File: src/rtl/ps2_host_tx.sv
// PS/2 host-to-device transmitter: inhibits the bus, issues request-to-send,
// shifts one command byte out on device-generated clocks and reports the ack.
`timescale 1ns/1ps
module ps2_host_tx #(
  parameter int INHIBIT_CYCLES = 5000,
  parameter int RTS_CYCLES     = 50,
  parameter int TIMEOUT_CYCLES = 750000
) (
  input  logic       clk,
  input  logic       clr,
  input  logic       ps2_clk,
  input  logic       ps2_data,
  output logic       ps2_clk_oe,
  output logic       ps2_data_oe,
  input  logic [7:0] tx_data,
  input  logic       tx_valid,
  output logic       tx_ready,
  output logic       busy,
  output logic       done,
  output logic       ack_err,
  output logic       timeout_err
);

  localparam int PH_MAX = (INHIBIT_CYCLES > RTS_CYCLES) ? INHIBIT_CYCLES : RTS_CYCLES;
  localparam int PW     = $clog2(PH_MAX + 1);
  localparam int TW     = $clog2(TIMEOUT_CYCLES + 1);
  localparam logic [PW-1:0] INH_LAST = PW'(INHIBIT_CYCLES - 1);
  localparam logic [PW-1:0] RTS_LAST = PW'(RTS_CYCLES - 1);
  localparam logic [TW-1:0] TMO_LAST = TW'(TIMEOUT_CYCLES - 1);

  typedef enum logic [2:0] {
    S_IDLE, S_INHIBIT, S_RTS, S_DATA, S_PARITY, S_STOP, S_ACK, S_WAIT_IDLE
  } state_t;

  state_t          state_q, state_d;
  logic [2:0]      clk_sync_q;
  logic [1:0]      data_sync_q;
  logic [PW-1:0]   phase_q, phase_d;
  logic [TW-1:0]   wd_q, wd_d;
  logic [7:0]      shift_q, shift_d;
  logic [2:0]      idx_q, idx_d;
  logic            parity_q, parity_d;
  logic            ack_q, ack_d;
  logic            data_oe_q, data_oe_d;
  logic            done_q, done_d;
  logic            ack_err_q, ack_err_d;
  logic            tmo_q, tmo_d;

  logic clk_fall, clk_s, data_s, on_line;

  assign clk_fall = clk_sync_q[2] & ~clk_sync_q[1];
  assign clk_s    = clk_sync_q[1];
  assign data_s   = data_sync_q[1];
  assign on_line  = state_q inside {S_DATA, S_PARITY, S_STOP, S_ACK, S_WAIT_IDLE};

  always_ff @(posedge clk) begin
    if (clr) begin
      state_q     <= S_IDLE;
      clk_sync_q  <= 3'b111;
      data_sync_q <= 2'b11;
      phase_q     <= '0;
      wd_q        <= '0;
      shift_q     <= '0;
      idx_q       <= '0;
      parity_q    <= 1'b0;
      ack_q       <= 1'b0;
      data_oe_q   <= 1'b0;
      done_q      <= 1'b0;
      ack_err_q   <= 1'b0;
      tmo_q       <= 1'b0;
    end else begin
      state_q     <= state_d;
      clk_sync_q  <= {clk_sync_q[1:0], ps2_clk};
      data_sync_q <= {data_sync_q[0], ps2_data};
      phase_q     <= phase_d;
      wd_q        <= wd_d;
      shift_q     <= shift_d;
      idx_q       <= idx_d;
      parity_q    <= parity_d;
      ack_q       <= ack_d;
      data_oe_q   <= data_oe_d;
      done_q      <= done_d;
      ack_err_q   <= ack_err_d;
      tmo_q       <= tmo_d;
    end
  end

  always_comb begin
    state_d   = state_q;
    phase_d   = phase_q;
    wd_d      = '0;
    shift_d   = shift_q;
    idx_d     = idx_q;
    parity_d  = parity_q;
    ack_d     = ack_q;
    data_oe_d = data_oe_q;
    done_d    = 1'b0;
    ack_err_d = 1'b0;
    tmo_d     = 1'b0;

    unique case (state_q)
      S_IDLE: begin
        data_oe_d = 1'b0;
        if (tx_valid) begin
          shift_d  = tx_data;
          parity_d = ~^tx_data;
          phase_d  = '0;
          state_d  = S_INHIBIT;
        end
      end
      S_INHIBIT: begin
        if (phase_q == INH_LAST) begin
          phase_d   = '0;
          data_oe_d = 1'b1;
          state_d   = S_RTS;
        end else begin
          phase_d = phase_q + 1'b1;
        end
      end
      S_RTS: begin
        if (phase_q == RTS_LAST) begin
          phase_d = '0;
          idx_d   = '0;
          state_d = S_DATA;
        end else begin
          phase_d = phase_q + 1'b1;
        end
      end
      S_DATA: begin
        if (clk_fall) begin
          data_oe_d = ~shift_q[0];
          shift_d   = shift_q >> 1;
          idx_d     = idx_q + 1'b1;
          if (idx_q == 3'd7) state_d = S_PARITY;
        end
      end
      S_PARITY: begin
        if (clk_fall) begin
          data_oe_d = ~parity_q;
          state_d   = S_STOP;
        end
      end
      S_STOP: begin
        if (clk_fall) begin
          data_oe_d = 1'b0;
          state_d   = S_ACK;
        end
      end
      S_ACK: begin
        if (clk_fall) begin
          ack_d   = data_s;
          state_d = S_WAIT_IDLE;
        end
      end
      S_WAIT_IDLE: begin
        if (clk_s && data_s) begin
          done_d    = 1'b1;
          ack_err_d = ack_q;
          state_d   = S_IDLE;
        end
      end
    endcase

    // Watchdog: a completed frame in the same cycle wins over the abort.
    if (on_line && state_d != S_IDLE) begin
      if (clk_fall) begin
        wd_d = '0;
      end else if (wd_q == TMO_LAST) begin
        state_d   = S_IDLE;
        data_oe_d = 1'b0;
        tmo_d     = 1'b1;
      end else begin
        wd_d = wd_q + 1'b1;
      end
    end
  end

  assign ps2_clk_oe  = (state_q == S_INHIBIT) || (state_q == S_RTS);
  assign ps2_data_oe = data_oe_q;
  assign tx_ready    = (state_q == S_IDLE);
  assign busy        = (state_q != S_IDLE);
  assign done        = done_q;
  assign ack_err     = ack_err_q;
  assign timeout_err = tmo_q;

endmodule

File: config.mk
export PLATFORM = sky130hd
export DESIGN_NAME = ps2_host_tx
export DESIGN_NICKNAME = d
export VERILOG_FILES = /design/src/rtl/ps2_host_tx.sv
export SDC_FILE = /design/constraint.sdc
export NUM_CORES = 1
export LEC_CHECK = 0
export ABC_AREA = 1
export BUFFER_PORTS_ARGS = -buffer_cell sky130_fd_sc_hd__buf_2
export CORE_UTILIZATION = 54
export DETAILED_ROUTE_END_ITERATION = 12
export PLACE_DENSITY = 0.82
export SLEW_MARGIN = 10
export SYNTH_ARGS = -nofsm -noshare
export SYNTH_HDL_FRONTEND = slang
export SYNTH_SLANG_ARGS = --single-unit
File: constraint.sdc
create_clock -name clk -period 2.31 [get_ports clk]
set_clock_uncertainty 0.05 [all_clocks]
set_input_delay 0.3465 -clock clk [delete_from_list [all_inputs] [get_ports clk]]
set_output_delay 0.3465 -clock clk [all_outputs]
set_load 0.005 [all_outputs]
After elaboration in Yosys (flattened, before gate mapping)
Index checks and enable logic that the tools add are counted.

word-level totals
  bits in registers = 58
  input port bits = 13
  output and inout port bits = 7
  logic and storage cells = 90

cells by class
  add/sub/neg operators = 3
  eq/ne operators = 14
  multiplexer cells = 33
  bitwise gates (word level) = 7
  reduce and logical (&&, ||, !) cells = 20

operator list
  operator                                                                 number
  3-bit 2-to-1 mux                                                         14
  13-bit 2-to-1 mux                                                        3
  13-bit one-hot mux with 3 select lines                                   1
  3-bit one-hot mux with 8 select lines                                    1
  20-bit by 1-bit adder with 20-bit output (second input constant)         1
  20-bit equality test (second input constant)                             1
  8-bit 2-to-1 mux                                                         2
  8-bit one-hot mux with 2 select lines                                    1
  3-bit equality test (second input constant)                              5
  13-bit by 1-bit adder with 13-bit output (second input constant)         1
  13-bit equality test (second input constant)                             1
  13-bit by 6-bit equality test with 1-bit output (second input constant)  1
  1-bit 2-to-1 mux                                                         9
  3-bit nonzero test                                                       3
  8-bit XNOR reduction                                                     1
  3-bit by 2-bit equality test with 1-bit output (second input constant)   2
  2-bit inequality test (second input constant)                            3
  1-bit NOT                                                                6
  3-bit one-hot mux with 2 select lines                                    1
  2-bit AND reduction                                                      3
  3-bit AND reduction                                                      2
  3-bit OR reduction                                                       2
  1-bit one-hot mux with 5 select lines                                    1
  5-bit nonzero test                                                       1
  9 further kinds                                                          11

Depth between registers and ports, before layout
  word-level depth = 8
  mapped depth = 12
  gate-level depth less buffers = 12

Least setup slack after synthesis
No wires, ideal clock.

  path type = register -> register
  start = register phase_q[0]
  end = register wd_q[2]
  setup time = 117 ps
  arrival = 1531 ps
  data required time = 2143 ps
  slack = 612 ps
  cell stages (with the launch flop) = 12
  buffers on the path = 1
  cell sequence = dfxtp_1 > ha_1 > nand2_1 > nor2_1 > nand3_1 > nand2_2 > nand2_1 > nor2_2 > nand3_2 > nand3b_4 > buf_6 > nor2_2

on the way
  cells in the longest elaborated chain, start to end = 7

ends and longest elaborated chain
  element                                                                                         line      RTL
  from (decl)                                                                                     38        logic [PW-1:0] phase_q, phase_d;
  from (signal assigned)                                                                          75        phase_q <= phase_d;
  13-bit by 6-bit equality test with 1-bit output / 13-bit equality test (equally long branches)  121, 112
  3-bit 2-to-1 mux (on tied branches)                                                             121, 112
  3-bit one-hot mux with 8 select lines (*)                                                       101       unique case (state_q)
  3-bit nonzero test (*)                                                                          165       if (on_line && state_d != S_IDLE) begin
  1-bit logical AND (*)                                                                           165
  1-bit NOT (no source line) (*)                                                                  --
  4-bit OR reduction (no source line) (*)                                                         --
  to (signal assigned)                                                                            76        wd_q <= wd_d;
  to (decl)                                                                                       39        logic [TW-1:0] wd_q, wd_d;

Every way passes the cells marked *; elsewhere a longest branch is shown, timed or not.
A chain may end at the register's enable or synchronous reset.

Worst setup path in the final report
  start = register state_q[1]
  end = register wd_q[2]

on the way
  cells in the longest elaborated chain, start to end = 7

ends and longest elaborated chain
  element                                  line  RTL
  from (decl)                              35    state_t state_q, state_d;
  from (signal assigned)                   72    state_q <= state_d;
  3-bit 2-to-1 mux                         134   if (idx_q == 3'd7) state_d = S_PARITY;
  3-bit 2-to-1 mux                         130   if (clk_fall) begin
  3-bit one-hot mux with 8 select lines    101
  3-bit nonzero test                       165
  1-bit logical AND (*)                    165
  1-bit NOT (no source line) (*)           --
  4-bit OR reduction (no source line) (*)  --

Marks and branches as above.

==> results.yml <==
timing:
  period_minus_slack_ns: 1.99
  setup_viol: 0
  post-route-period-util_pct: 86.0
  worst_slew_pin_slew_ns: 0.506
  rsz0062_at_grt: "no"
  max_freq_mhz: 504
  hold_viol_final: 0
  maxSlewViolCount: 0
  relSlewSlack_pct: 66.2
  setup_tns_ns: 0
setup_path:
  crit_path_end_kind: "flip-flop"
  cp_data_arrival_time_ns: 2.21
  critPathRequiredTime_ns: 2.54
  crit_type: "flip-flop to flip-flop"
  cpPeakStageDelay_ns: 0.64
  worstPathCellList: "nand3_2 -> nor2_1 -> nor2_1 -> nand2_1 -> nor2_2 -> nand3_2 -> nand3b_4 -> nor2_2"
  reg2reg_slack_ns: 0.32
  r2r-end: "wd_q[2]"
  slowest_stage: "dfxtp_1"
  worstRegToRegCells: 8
  regToRegStartpoint: "state_q[1]"
  cp-start-kind: "flip-flop"
  worstPathMaxFanout: 20
hold_path:
  holdPathEnd: "clk_sync_q[0]"
  min_from: "ps2_clk"
  min_delay_path_depth: 2
  hp-class: "input pin to flip-flop"
clock_network:
  clk_pin_slew_ns: 0.07
  cts_buffers: 9
  cts_max_path_buffers: 2
  cts_setup_buffers: 0
  ctsHoldBuffers: 0
  cts_resized: 0
  worstSkewPairLatency_ns: 0.35
  cts-root-buf: "clkbuf_8"
  h-tree-depth: 3
  cts_sinks: 58
  cts_tree: "built"
layout:
  layout.nets: 478
  final_area_um2: 3550
  drive_above_1_share_pct: 19.8
  finish.utilization_pct: 62.9
  nFillCells: 503
  areaGrowthSynthToFinish_pct: 9.79
  diodes: 0
grt:
  grt_pass1_wl_um: 11500
  overflow: 0
  grt_max_degree: 21
  antenna_found_initial: 0
  grt_usage_pct: 24.0
  grt_pass1_vias: 2567
floorplanning:
  die_h_um: 79.4
  core_um2: 5640
  start_util_pct: 57.3
  die_x_um: 79.4
  placementRows: 27
  pin_count: 20
  dieArea_um2: 6300
detailed_routing:
  vias_per_cell: 5.31
  routedWlPerCell_um: 12.7
  drtIter0Drc: 159
  route.vias.total: 2850
  postRouteAntennaNets: 0
  drt_wl_total_um: 6820
  drt_first_pass_iters: 7
  drc: 0
power_and_ir_drop:
  switching_power_mw: 0.522
  p_int_mw: 1.72
  peakVddDrop_mv: 0.473
  swShare_pct: 23.3
  combinationalPowerShare_pct: 6.8
  p_per_area_nw_per_um2: 631
  p_leak_nw: 1.44
  p_seq_share_pct: 46.5
  clkPwrFrac_pct: 46.8
status:
  status: "finished, final reports clean"
logic_synthesis:
  ys_top_cells_by_count: "nand2_1 (79), dfxtp_1 (58), inv_1 (51)"
  synth_fp_nets: 457
  synth_seq_cells: 58
  synth_area_um2: 3230
  yosysWarnings: 0
  synthMostInstantiatedCell: "nand2_1"
  post-synth-top-area-cell: "dfxtp_1"
  synth-seq-area-share_pct: 35.9
  synthFlopType: "dfxtp_1"
  ys_types: 33
  synthArstFlopShare_pct: 0
  netlist_instances: 439
  synth_top_area_share_pct: 35.9
  synth_area_leaders: "dfxtp_1 (36%), nand2_1 (9.2%), inv_1 (5.9%)"
  synth-edff-count: 0
  syn_area_per_cell_um2: 7.36
placed_design:
  dp_hpwl_um: 4990
  gp_congestion: 0.896
  dpl_cell_area_um2: 3330
  io_buffer_count: 19
run:
  drv_cap: 0
==> metal layers <==
layer	routed length (um)	up-vias	share of wire [%]	track usage, %
li1	-	1443	-	-
met5	0	-	0	0
met2	3080	73	45	36.4
met4	159	0	2.3	13.5
met3	296	14	4.3	5.98
met1	3290	1320	48	30.8
==> layout by cell type, fill, tap and decap left out, types with 5 or more instances in the layout <==
cell type  count
a21oi_1       13
a31oi_1        7
buf_2         19
clkbuf_8      10
dfxtp_1       58
ha_1           5
inv_1         51
inv_2          6
nand2_1       79
nand3_1       28
nand4_1       13
nor2_1        50
nor2_2        26
nor3_1        11
nor4_1         5
o21ai_0       20
or2_2          5
xnor2_1       10
xor2_1        19
==> worst max-delay path: cells and delay by family (launching register included) <==
family | cells | cell delay, ns
flip-flops | 1 | 0.64
AND/OR/NAND/NOR | 8 | 1.21
==> worst max-delay path by stage <==
stage	start	to	cells past startpoint
floorplan	phase_q[0]	wd_q[2]	11
global placement	state_q[1]	wd_q[1]	8
detailed placement	phase_q[0]	wd_q[2]	10
CTS	phase_q[0]	wd_q[2]	10
global route	state_q[1]	wd_q[9]	9
finish	state_q[1]	wd_q[2]	8
==> state kept, by name (all words and copies together) (netlist names), 2 cells and up <==
signal       count
idx_q            3
wd_q            20
state_q          3
clk_sync_q       3
data_sync_q      2
shift_q          8
phase_q         13
==> layout make-up <==
class / count / area [um2] / area share [%]
tap: 72 / 90.1 / 2.54
clock buffer: 11 / 141 / 3.98
sequential: 58 / 1160 / 32.7
inverter: 57 / 214 / 6.03
timing repair buffer: 21 / 110 / 3.10
clock inverter: 5 / 77.6 / 2.19
multi-input combinational: 313 / 1750 / 49.4
==> metrics by stage <==
step	hold slack, ns	power, mW	std cells	setup WS, ns
detailed placement	0.347	1.21	521	0.351
global route	0.148	2.31	537	0.143
global placement	0.349	1.21	521	0.394
floorplan	0.339	1.18	439	0.612
finish	0.134	2.24	537	0.324
CTS	0.120	2.25	537	0.327
==> power by group through the flow <==
stage | registers, mW | logic [mW] | clock network, mW
final | 1.04 | 0.151 | 1.05
after global placement | 1.06 | 0.148 | 0
after detailed placement | 1.06 | 0.151 | 0
after global routing | 1.04 | 0.168 | 1.10
after floorplan | 1.05 | 0.122 | 0
after CTS | 1.04 | 0.151 | 1.06
==> cell families after synthesis <==
| logic type | synth area share [%] |
|---|---|
| AND/OR/NAND/NOR | 36.7 |
| buffers and inverters | 9.79 |
| flip-flops | 35.9 |
| AO/OA/AOI/OAI | 7.74 |
| XOR/XNOR | 7.86 |
| adder cells (fa/ha/maj) | 1.94 |
No activity file was read; power rests on OpenSTA's default activity.
